### src/rtl/spi_data_path.sv
// SPI data path: TX/RX FIFOs with frame-length bit-order normalisation and watermark IRQs.
// Optional receive sign extension is built only when SPI_DATA_RX_SEXT_EN is defined.

module spi_data_fifo #(
  parameter int DATA_WIDTH = 32,
  parameter int FIFO_DEPTH = 8,
  parameter int PW         = $clog2(FIFO_DEPTH) + 1
) (
  input  logic                  clk,
  input  logic                  rst_n,
  input  logic                  clear,
  input  logic [DATA_WIDTH-1:0] wdata,
  input  logic                  wen,
  input  logic                  ren,
  output logic [DATA_WIDTH-1:0] rdata,
  output logic [PW-1:0]         level,
  output logic [PW-1:0]         level_next,
  output logic                  full,
  output logic                  empty,
  output logic                  ovf,
  output logic                  udf
);
  localparam int AW = $clog2(FIFO_DEPTH);

  logic [DATA_WIDTH-1:0] mem [FIFO_DEPTH];
  logic [AW-1:0]         wr_ptr;
  logic [AW-1:0]         rd_ptr;
  logic                  do_wr;
  logic                  do_rd;

  assign full  = (level == PW'(FIFO_DEPTH));
  assign empty = (level == '0);
  assign rdata = empty ? '0 : mem[rd_ptr];

  // A write into a full FIFO is only accepted when a real read frees the slot.
  always_comb begin
    do_rd      = ren && !empty;
    do_wr      = wen && (!full || do_rd);
    level_next = clear ? '0 : level + PW'(do_wr) - PW'(do_rd);
  end

  always_ff @(posedge clk) begin
    if (!rst_n) begin
      wr_ptr <= '0;
      rd_ptr <= '0;
      level  <= '0;
      ovf    <= 1'b0;
      udf    <= 1'b0;
    end else if (clear) begin
      wr_ptr <= '0;
      rd_ptr <= '0;
      level  <= '0;
      ovf    <= 1'b0;
      udf    <= 1'b0;
    end else begin
      if (do_wr) wr_ptr <= wr_ptr + 1'b1;
      if (do_rd) rd_ptr <= rd_ptr + 1'b1;
      level <= level_next;
      if (wen && full && !ren) ovf <= 1'b1;
      if (ren && empty)        udf <= 1'b1;
    end
  end

  always_ff @(posedge clk) begin
    if (rst_n && !clear && do_wr) mem[wr_ptr] <= wdata;
  end
endmodule

module spi_data_path #(
  parameter int DATA_WIDTH = 32,
  parameter int FIFO_DEPTH = 8,
  parameter int LW         = $clog2(DATA_WIDTH),
  parameter int PW         = $clog2(FIFO_DEPTH) + 1
) (
  input  logic                  clk,
  input  logic                  rst_n,
  input  logic [LW-1:0]         datalen,
  input  logic                  dord,
  input  logic                  rx_sext,
  input  logic [DATA_WIDTH-1:0] tx_wdata,
  input  logic                  tx_wen,
  input  logic                  tx_ren,
  output logic [DATA_WIDTH-1:0] tx_rdata,
  input  logic [DATA_WIDTH-1:0] rx_wdata,
  input  logic                  rx_wen,
  input  logic                  rx_ren,
  output logic [DATA_WIDTH-1:0] rx_rdata,
  input  logic                  tx_clear,
  input  logic                  rx_clear,
  input  logic [PW-1:0]         tx_thresh,
  input  logic [PW-1:0]         rx_thresh,
  output logic [PW-1:0]         tx_level,
  output logic [PW-1:0]         rx_level,
  output logic                  tx_full,
  output logic                  tx_empty,
  output logic                  rx_full,
  output logic                  rx_empty,
  output logic                  tx_irq,
  output logic                  rx_irq,
  output logic                  tx_ovf,
  output logic                  rx_ovf,
  output logic                  tx_udf,
  output logic                  rx_udf
);
  logic [DATA_WIDTH-1:0] tx_stored;
  logic [DATA_WIDTH-1:0] rx_head;
  logic [DATA_WIDTH-1:0] rx_norm;
  logic [PW-1:0]         tx_level_next;
  logic [PW-1:0]         rx_level_next;

  // Keeps bits [len:0] (reversed within the field when LSB-first), zeroes the rest.
  function automatic logic [DATA_WIDTH-1:0] normalise(input logic [DATA_WIDTH-1:0] d,
                                                       input logic [LW-1:0] len,
                                                       input logic msb_first);
    logic [DATA_WIDTH-1:0] r;
    logic [LW-1:0]         idx;
    r = '0;
    for (int i = 0; i < DATA_WIDTH; i++) begin
      idx = len - LW'(i);
      if (i <= int'(len) && (int'(len) - i) < DATA_WIDTH)
        r[i] = msb_first ? d[i] : d[idx];
    end
    return r;
  endfunction

  assign tx_stored = normalise(tx_wdata, datalen, dord);
  assign rx_norm   = normalise(rx_head, datalen, dord);

`ifdef SPI_DATA_RX_SEXT_EN
  logic rx_sign;
  assign rx_sign = rx_norm[datalen];

  always_comb begin
    rx_rdata = rx_norm;
    if (rx_sext) begin
      for (int i = 0; i < DATA_WIDTH; i++)
        if (i > int'(datalen)) rx_rdata[i] = rx_sign;
    end
  end
`else
  logic unused_rx_sext;
  assign unused_rx_sext = rx_sext;
  assign rx_rdata       = rx_norm;
`endif

  spi_data_fifo #(.DATA_WIDTH(DATA_WIDTH), .FIFO_DEPTH(FIFO_DEPTH), .PW(PW)) u_tx_fifo (
    .clk(clk), .rst_n(rst_n), .clear(tx_clear), .wdata(tx_stored), .wen(tx_wen),
    .ren(tx_ren), .rdata(tx_rdata), .level(tx_level), .level_next(tx_level_next),
    .full(tx_full), .empty(tx_empty), .ovf(tx_ovf), .udf(tx_udf)
  );

  spi_data_fifo #(.DATA_WIDTH(DATA_WIDTH), .FIFO_DEPTH(FIFO_DEPTH), .PW(PW)) u_rx_fifo (
    .clk(clk), .rst_n(rst_n), .clear(rx_clear), .wdata(rx_wdata), .wen(rx_wen),
    .ren(rx_ren), .rdata(rx_head), .level(rx_level), .level_next(rx_level_next),
    .full(rx_full), .empty(rx_empty), .ovf(rx_ovf), .udf(rx_udf)
  );

  // IRQs follow the next-state level so they move in the same cycle as the level.
  always_ff @(posedge clk) begin
    if (!rst_n) begin
      tx_irq <= 1'b0;
      rx_irq <= 1'b0;
    end else begin
      tx_irq <= (tx_level_next <= tx_thresh);
      rx_irq <= (rx_level_next >= rx_thresh) && (rx_thresh != '0);
    end
  end
endmodule

### config.mk
export PLATFORM = sky130hd
export DESIGN_NAME = spi_data_path
export DESIGN_NICKNAME = d
export VERILOG_FILES = /design/src/rtl/spi_data_path.sv
export SDC_FILE = /design/constraint.sdc
export NUM_CORES = 1
export LEC_CHECK = 0
export BUFFER_PORTS_ARGS = -buffer_cell sky130_fd_sc_hd__buf_2
export CAP_MARGIN = 20
export CORE_MARGIN = 5
export CORE_UTILIZATION = 56
export CTS_CLUSTER_SIZE = 10
export DETAILED_ROUTE_END_ITERATION = 16
export PLACE_DENSITY = 0.77
export SYNTH_ARGS = -nofsm -noshare
export SYNTH_HDL_FRONTEND = slang
export SYNTH_SLANG_ARGS = --single-unit
### constraint.sdc
create_clock -name clk -period 4.9 [get_ports clk]
set_input_delay 0.735 -clock clk [delete_from_list [all_inputs] [get_ports clk]]
set_output_delay 0.735 -clock clk [all_outputs]
set_load 0.01 [all_outputs]
# Word-level counts from Yosys, hierarchy flattened

Memories as Yosys holds them, arrays and structs flattened. A register that Yosys moved wholly into a read port is not among the register bits.
Cells that the tools add are included.

Add/subtract/negate cells: 70
Magnitude comparators: 97
Eq/ne operators: 2
Muxes and demuxes: 268
Bitwise gates (word level): 1
Reduce and logical (&&, ||, !) cells: 61

Operators with widths:

| kind                                                | count |
|---|---|
| binary-select mux 1 bit (select 5 bit)              | 64 |
| < comparator 6 x 7 -> 1 bit (second input constant) | 31 |
| < comparator 5 x 6 -> 1 bit (second input constant) | 33 |
| two-way mux 1 bit                                   | 196 |
| subtractor 5 x 5 -> 6 bit (second input constant)   | 16 |
| <= comparator 5 bit (first input constant)          | 16 |
| subtractor 5 bit (second input constant)            | 16 |
| two-way mux 32 bit                                  | 2 |
| subtractor 5 x 4 -> 6 bit (second input constant)   | 8 |
| logical AND 1 bit                                   | 46 |
| <= comparator 4 x 5 -> 1 bit (first input constant) | 8 |
| subtractor 5 x 4 -> 5 bit (second input constant)   | 8 |
| subtractor 5 x 3 -> 6 bit (second input constant)   | 4 |
| <= comparator 3 x 5 -> 1 bit (first input constant) | 4 |
| subtractor 5 x 3 -> 5 bit (second input constant)   | 4 |
| adder 3 x 1 -> 3 bit (second input constant)        | 4 |
| two-way mux 3 bit                                   | 4 |
| subtractor 5 x 2 -> 6 bit (second input constant)   | 2 |
| <= comparator 2 x 5 -> 1 bit (first input constant) | 2 |
| subtractor 5 x 2 -> 5 bit (second input constant)   | 2 |
| adder 4 x 1 -> 4 bit                                | 2 |
| equality test 4 bit (second input constant)         | 2 |
| zero test 1 bit                                     | 8 |
| zero test 4 bit                                     | 2 |
| other kinds (11)                                    | 15 |

Register bits after elaboration: 26
Memory bits (writable): 512
Output and inout bits: 82
Memories: 2

Memories:

| name          | words | width | rd ports | clocked after Yosys merged registers in | wr ports | RTL line | source |
|---|---|---|---|---|---|---|---|
| u_rx_fifo.mem | 8     | 32    | 1        | 1                                       | 1        | 25       | `logic [DATA_WIDTH-1:0] mem [FIFO_DEPTH];` |
| u_tx_fifo.mem | 8     | 32    | 1        | 1                                       | 1        | 25       |  |

# Depth between registers and ports, before layout

Word-level depth: 10
Mapped depth: 18
Depth with buffers taken out: 17

# By module

A second synthesis with hierarchy kept.

Cell total of the unflattened synthesis: 1594
Area total of the unflattened synthesis: 27510.1 µm²

Modules (own cells, without submodules):

| module                     | instances | cells an instance | area an instance (µm²) |
|---|---|---|---|
| spi_data_fifo at u_tx_fifo | 1         | 467               | 10603.9 |
| spi_data_fifo at u_rx_fifo | 1         | 467               | 10585.2 |
| spi_data_path              | 1         | 660               | 6321.1 |

# Least setup slack after synthesis

No wires, ideal clock.

Path type: input to output
From: input port datalen[0]
To: output port rx_rdata[25]
Arrival: 4.233 ns
Setup slack: -0.068 ns
Stages on the path: 13
Path buffers: 4
Cells stage by stage: buf_4 -> buf_4 -> buf_2 -> clkinv_1 -> ha_1 -> buf_2 -> xnor2_1 -> mux4_2 -> and2_1 -> a211oi_1 -> nor3_1 -> a2111o_1 -> o31ai_1

Longest elaborated chain between the ends: 5
Elaborated cells between the ends (all ways): 9

Ends and longest elaborated chain:

| item                                    | RTL line | source |
|---|---|---|
| start, declared                         | 77       | `input logic [LW-1:0] datalen,` |
| subtractor 5 bit                        | 119      | `idx = len - LW'(i);` |
| binary-select mux 1 bit (select 5 bit)  | 121      | `r[i] = msb_first ? d[i] : d[idx];` |
| two-way mux 1 bit (implied by the code) | 121      |  |
| two-way mux 1 bit                       | 121      |  |
| two-way mux 1 bit (*)                   | 120      | `if (i <= int'(len) && (int'(len) - i) < DATA_WIDTH)` |
| end, declared                           | 87       | `output logic [DATA_WIDTH-1:0] rx_rdata,` |

Mark *: on every way between the ends. The rest lies on a longest branch, timed or not. The select of a mux whose other input is x is not followed.

==> out/summary.txt <==
final slew viol count: 0
Reg clk slew, reported paths: 50 ps
Internal: 0.009281 W
GR Overflow Total: 0
worst-path fanout max: 26
final hold vios: 0
vias in the first global route: 19,070
Synth Warn #: 0
fin nets: 2,376
synthesized area: 28,710 sq um
RSZ-0062 raised after global routing: no
Endpoint, Worst Hold: u_tx_fifo.level[3]$_SDFF_PP0_
Sw Share: 0.3070
via-per-instance ratio: 6.644
synthesized flop and latch total: 544
WS Path Type: flip-flop to output pin
Sw Pwr: 0.004111 W
Flop pwr share: 0.395
FF+latch area: 16,030 sq um
Place WS: 110.1 ps
VDD IR max: 0.3267 mV
core area: 51,090 sq um
CP startpoint kind: flip-flop
metal1 wirelength: 31,240 um
wire length of the first global-routing pass: 121,800 um
Max Root-Sink Buffers: 3
port bufs: 167
final clock skew: 13.14 ps
Cell Rows: 83
hold_ws: 379.9 ps
Yosys top cell area share: 0.5354
Worst Hold Launch: tx_clear
Fillers: 3,752
fin crit share: 0.9736
Worst-Skew Late Latency: 610 ps
clk root buf: clkbuf_16
TritonCTS buffer count: 66
Worst R2R Path Depth: 10
share of layout cells above drive strength 1: 0.2676
GRT Util Overall: 0.2905
final worst path period need: 4771 ps
Post-Syn Nets: 2,154
P&R area growth vs syn: 13.87%
Tot Pwr: 0.01339 W
ANT cells: 0
Die X: 236.4 um
Die H: 236.4 um
WL per Instance: 28.14 um
antenna viol nets, final: 0
Total Wirelength: 82,650 um
Detailed Place HPWL: 57,770 um
clock sink count: 544
PwrDens: 409.6 nW/um^2
TNS Setup: 0 ps
die area: 55,900 sq um
Hold Crit Class: primary input to flip-flop
CP Data Required Time: 4160 ps
met3 wire length: 8218 um
CP endpoint kind: output pin
FMAX: 209.6 MHz
multi-input combinational cell area: 11,940 sq um
WHS Path Cells: 2
initial antenna violation count: 0
Leak Pwr: 11.34 nW
I/O Pins: 169
post-synthesis cell type count: 74
Worst slew margin: 0.3583
Max Used Layer: met4
met2 routed WL: 39,660 um
Seq/Total Area, Yosys: 0.5578
reg-to-reg slack, setup: 1500 ps
initial detailed-routing violation count: 2,236
max cap viols: 0
Worst Path Arrival: 4040 ps
PnR worst setup slack: 129.2 ps
FFs w/ async S/R, synth: 0
Initial Utilization: 0.5620
Slew @ Worst Pin: 960.3 ps
Clock power frac: 0.325
area leader, netlist: edfxtp_1
H-tree Lvls: 3
first drt pass iteration count: 7
Crit Reg-Reg Endpoint: u_rx_fifo.mem[1][4]$_DFFE_PP_
CTS tree: yes
synthesized instance count: 2,015
number of synthesized flops with an enable pin: 512
worst reg2reg path startpoint: u_rx_fifo.level[2]$_SDFF_PP0_
Residual DRC: 0
vias: 19,510
routability congestion estimate: 1.009
top post-synthesis cells by area: edfxtp_1 (54%), mux4_2 (12%), mux2i_1 (6.5%), mux4_1 (2.7%), nor2_1 (2.4%)
combinational power share: 0.280
Setup-failing EPs final: 0
largest net degree at the start of global routing: 65
status: completed
Syn Area/Cell: 14.25 sq um
ys flop type: edfxtp_1
power groups by stage:
stage | logic (W) | clock network, W | registers [W]
final | 0.00375 | 0.00435 | 0.00529
after global routing | 0.00398 | 0.00463 | 0.00530
after CTS | 0.00366 | 0.00443 | 0.00530
after detailed placement | 0.00363 | 0 | 0.00539
after global placement | 0.00358 | 0 | 0.00538
after floorplan | 0.00238 | 0 | 0.00534
cell families (layout without fill, tap and decap cells):
group	after synthesis	in the layout	synth area share
adder cells (fa/ha/maj)	52	52	0.02318
multiplexers	416	416	0.2313
AND/OR/NAND/NOR	471	471	0.07007
flip-flops	544	544	0.5578
AO/OA/AOI/OAI	315	315	0.07329
buffers and inverters	178	420	0.03255
XOR/XNOR	39	39	0.01190
state kept, by name (all words and copies together) (netlist names), named ones only:
register          cells
u_tx_fifo.wr_ptr      3
u_rx_fifo.wr_ptr      3
u_rx_fifo.udf         1
u_tx_fifo.rd_ptr      3
u_tx_fifo.level       4
u_rx_fifo.rd_ptr      3
u_tx_fifo.udf         1
u_tx_fifo.mem       256
u_rx_fifo.level       4
tx_irq                1
u_rx_fifo.ovf         1
rx_irq                1
u_tx_fifo.ovf         1
u_rx_fifo.mem       256
worst max path at each step:
stage,start,to,slack (ps),cells past startpoint
2_1_floorplan,datalen[0],rx_rdata[15],180,15
3_3_place_gp,datalen[0],rx_rdata[31],120,11
3_5_place_dp,datalen[0],rx_rdata[31],110,12
4_1_cts,flip-flop,rx_rdata[24],30,11
5_1_grt,flip-flop,rx_rdata[24],30,11
6_report,flip-flop,rx_rdata[14],130,9
cells in the mapped netlist (6+ instances only):
cell      count
mux4_2      154
mux2i_1     187
clkbuf_1     60
mux4_1       29
ha_1         50
a21oi_1      86
nand3_1      22
buf_2        25
mux2_2       39
nand2b_1     13
buf_1        22
nor3_1       30
o31ai_1       8
dfxtp_1      32
nor2_1      182
o211ai_1     20
a211oi_1     16
a31oi_1      17
or3_1         6
and2_1       16
buf_12       10
edfxtp_1    512
xnor2_1      29
a22oi_1      41
a221oi_1     13
o22ai_1      11
buf_6         7
inv_2         6
inv_1        40
o21ai_0      44
nand2_1     170
xor2_1       10
nor2b_1      10
a32oi_1      10
cell type report:
| class | count | share of cell area |
|---|---|---|
| sequential | 544 | 0.4904 |
| multi-input combinational | 1293 | 0.3651 |
| timing repair buffer | 284 | 0.05507 |
| clock buffer | 80 | 0.05472 |
| tap | 680 | 0.02602 |
| inverter | 48 | 0.005510 |
| clock inverter | 8 | 0.003176 |
through the flow:
stage / instances / instance area (sq um) / utilization
after global routing: 2937 / 32700 / 0.6399
after global placement: 2841 / 30680 / 0.6005
after detailed placement: 2842 / 30700 / 0.6009
after floorplan: 2015 / 28720 / -
after CTS: 2930 / 32610 / 0.6382
final: 2937 / 32700 / 0.6399
cell usage in the layout, fill, tap and decap left out, drive strengths merged, types with 47 or more instances in the layout:
master and count:
edfxtp 512, buf 284, mux2i 192, mux4 183, nor2 182, nand2 170
a21oi 86, clkbuf 80, ha 50, inv 50, o21ai 47
repair_timing:
item	CTS	global route
gates resized for setup	5	6
hold buffers	0	0
endpoints found under the hold margin	0	0
setup buffers	0	7
endpoints found under the setup margin	18	11
layer usage:
layer	vias to the layer above	global-route usage
met5	-	0
met4	0	0.1056
met3	200	0.06349
met2	1171	0.4737
met1	9769	0.3896
li1	8373	-
worst max-delay path, cell delays in order, from the launching register on:
cell and delay (ps):
dfxtp_4 550, buf_12 270, mux2i_1 110, a22oi_1 470, nand2_1 280, mux4_2 610, a21oi_1 180, a221oi_1 100
nor4_1 610, buf_2 250
Note: power is estimated with default switching activity, not from simulation.
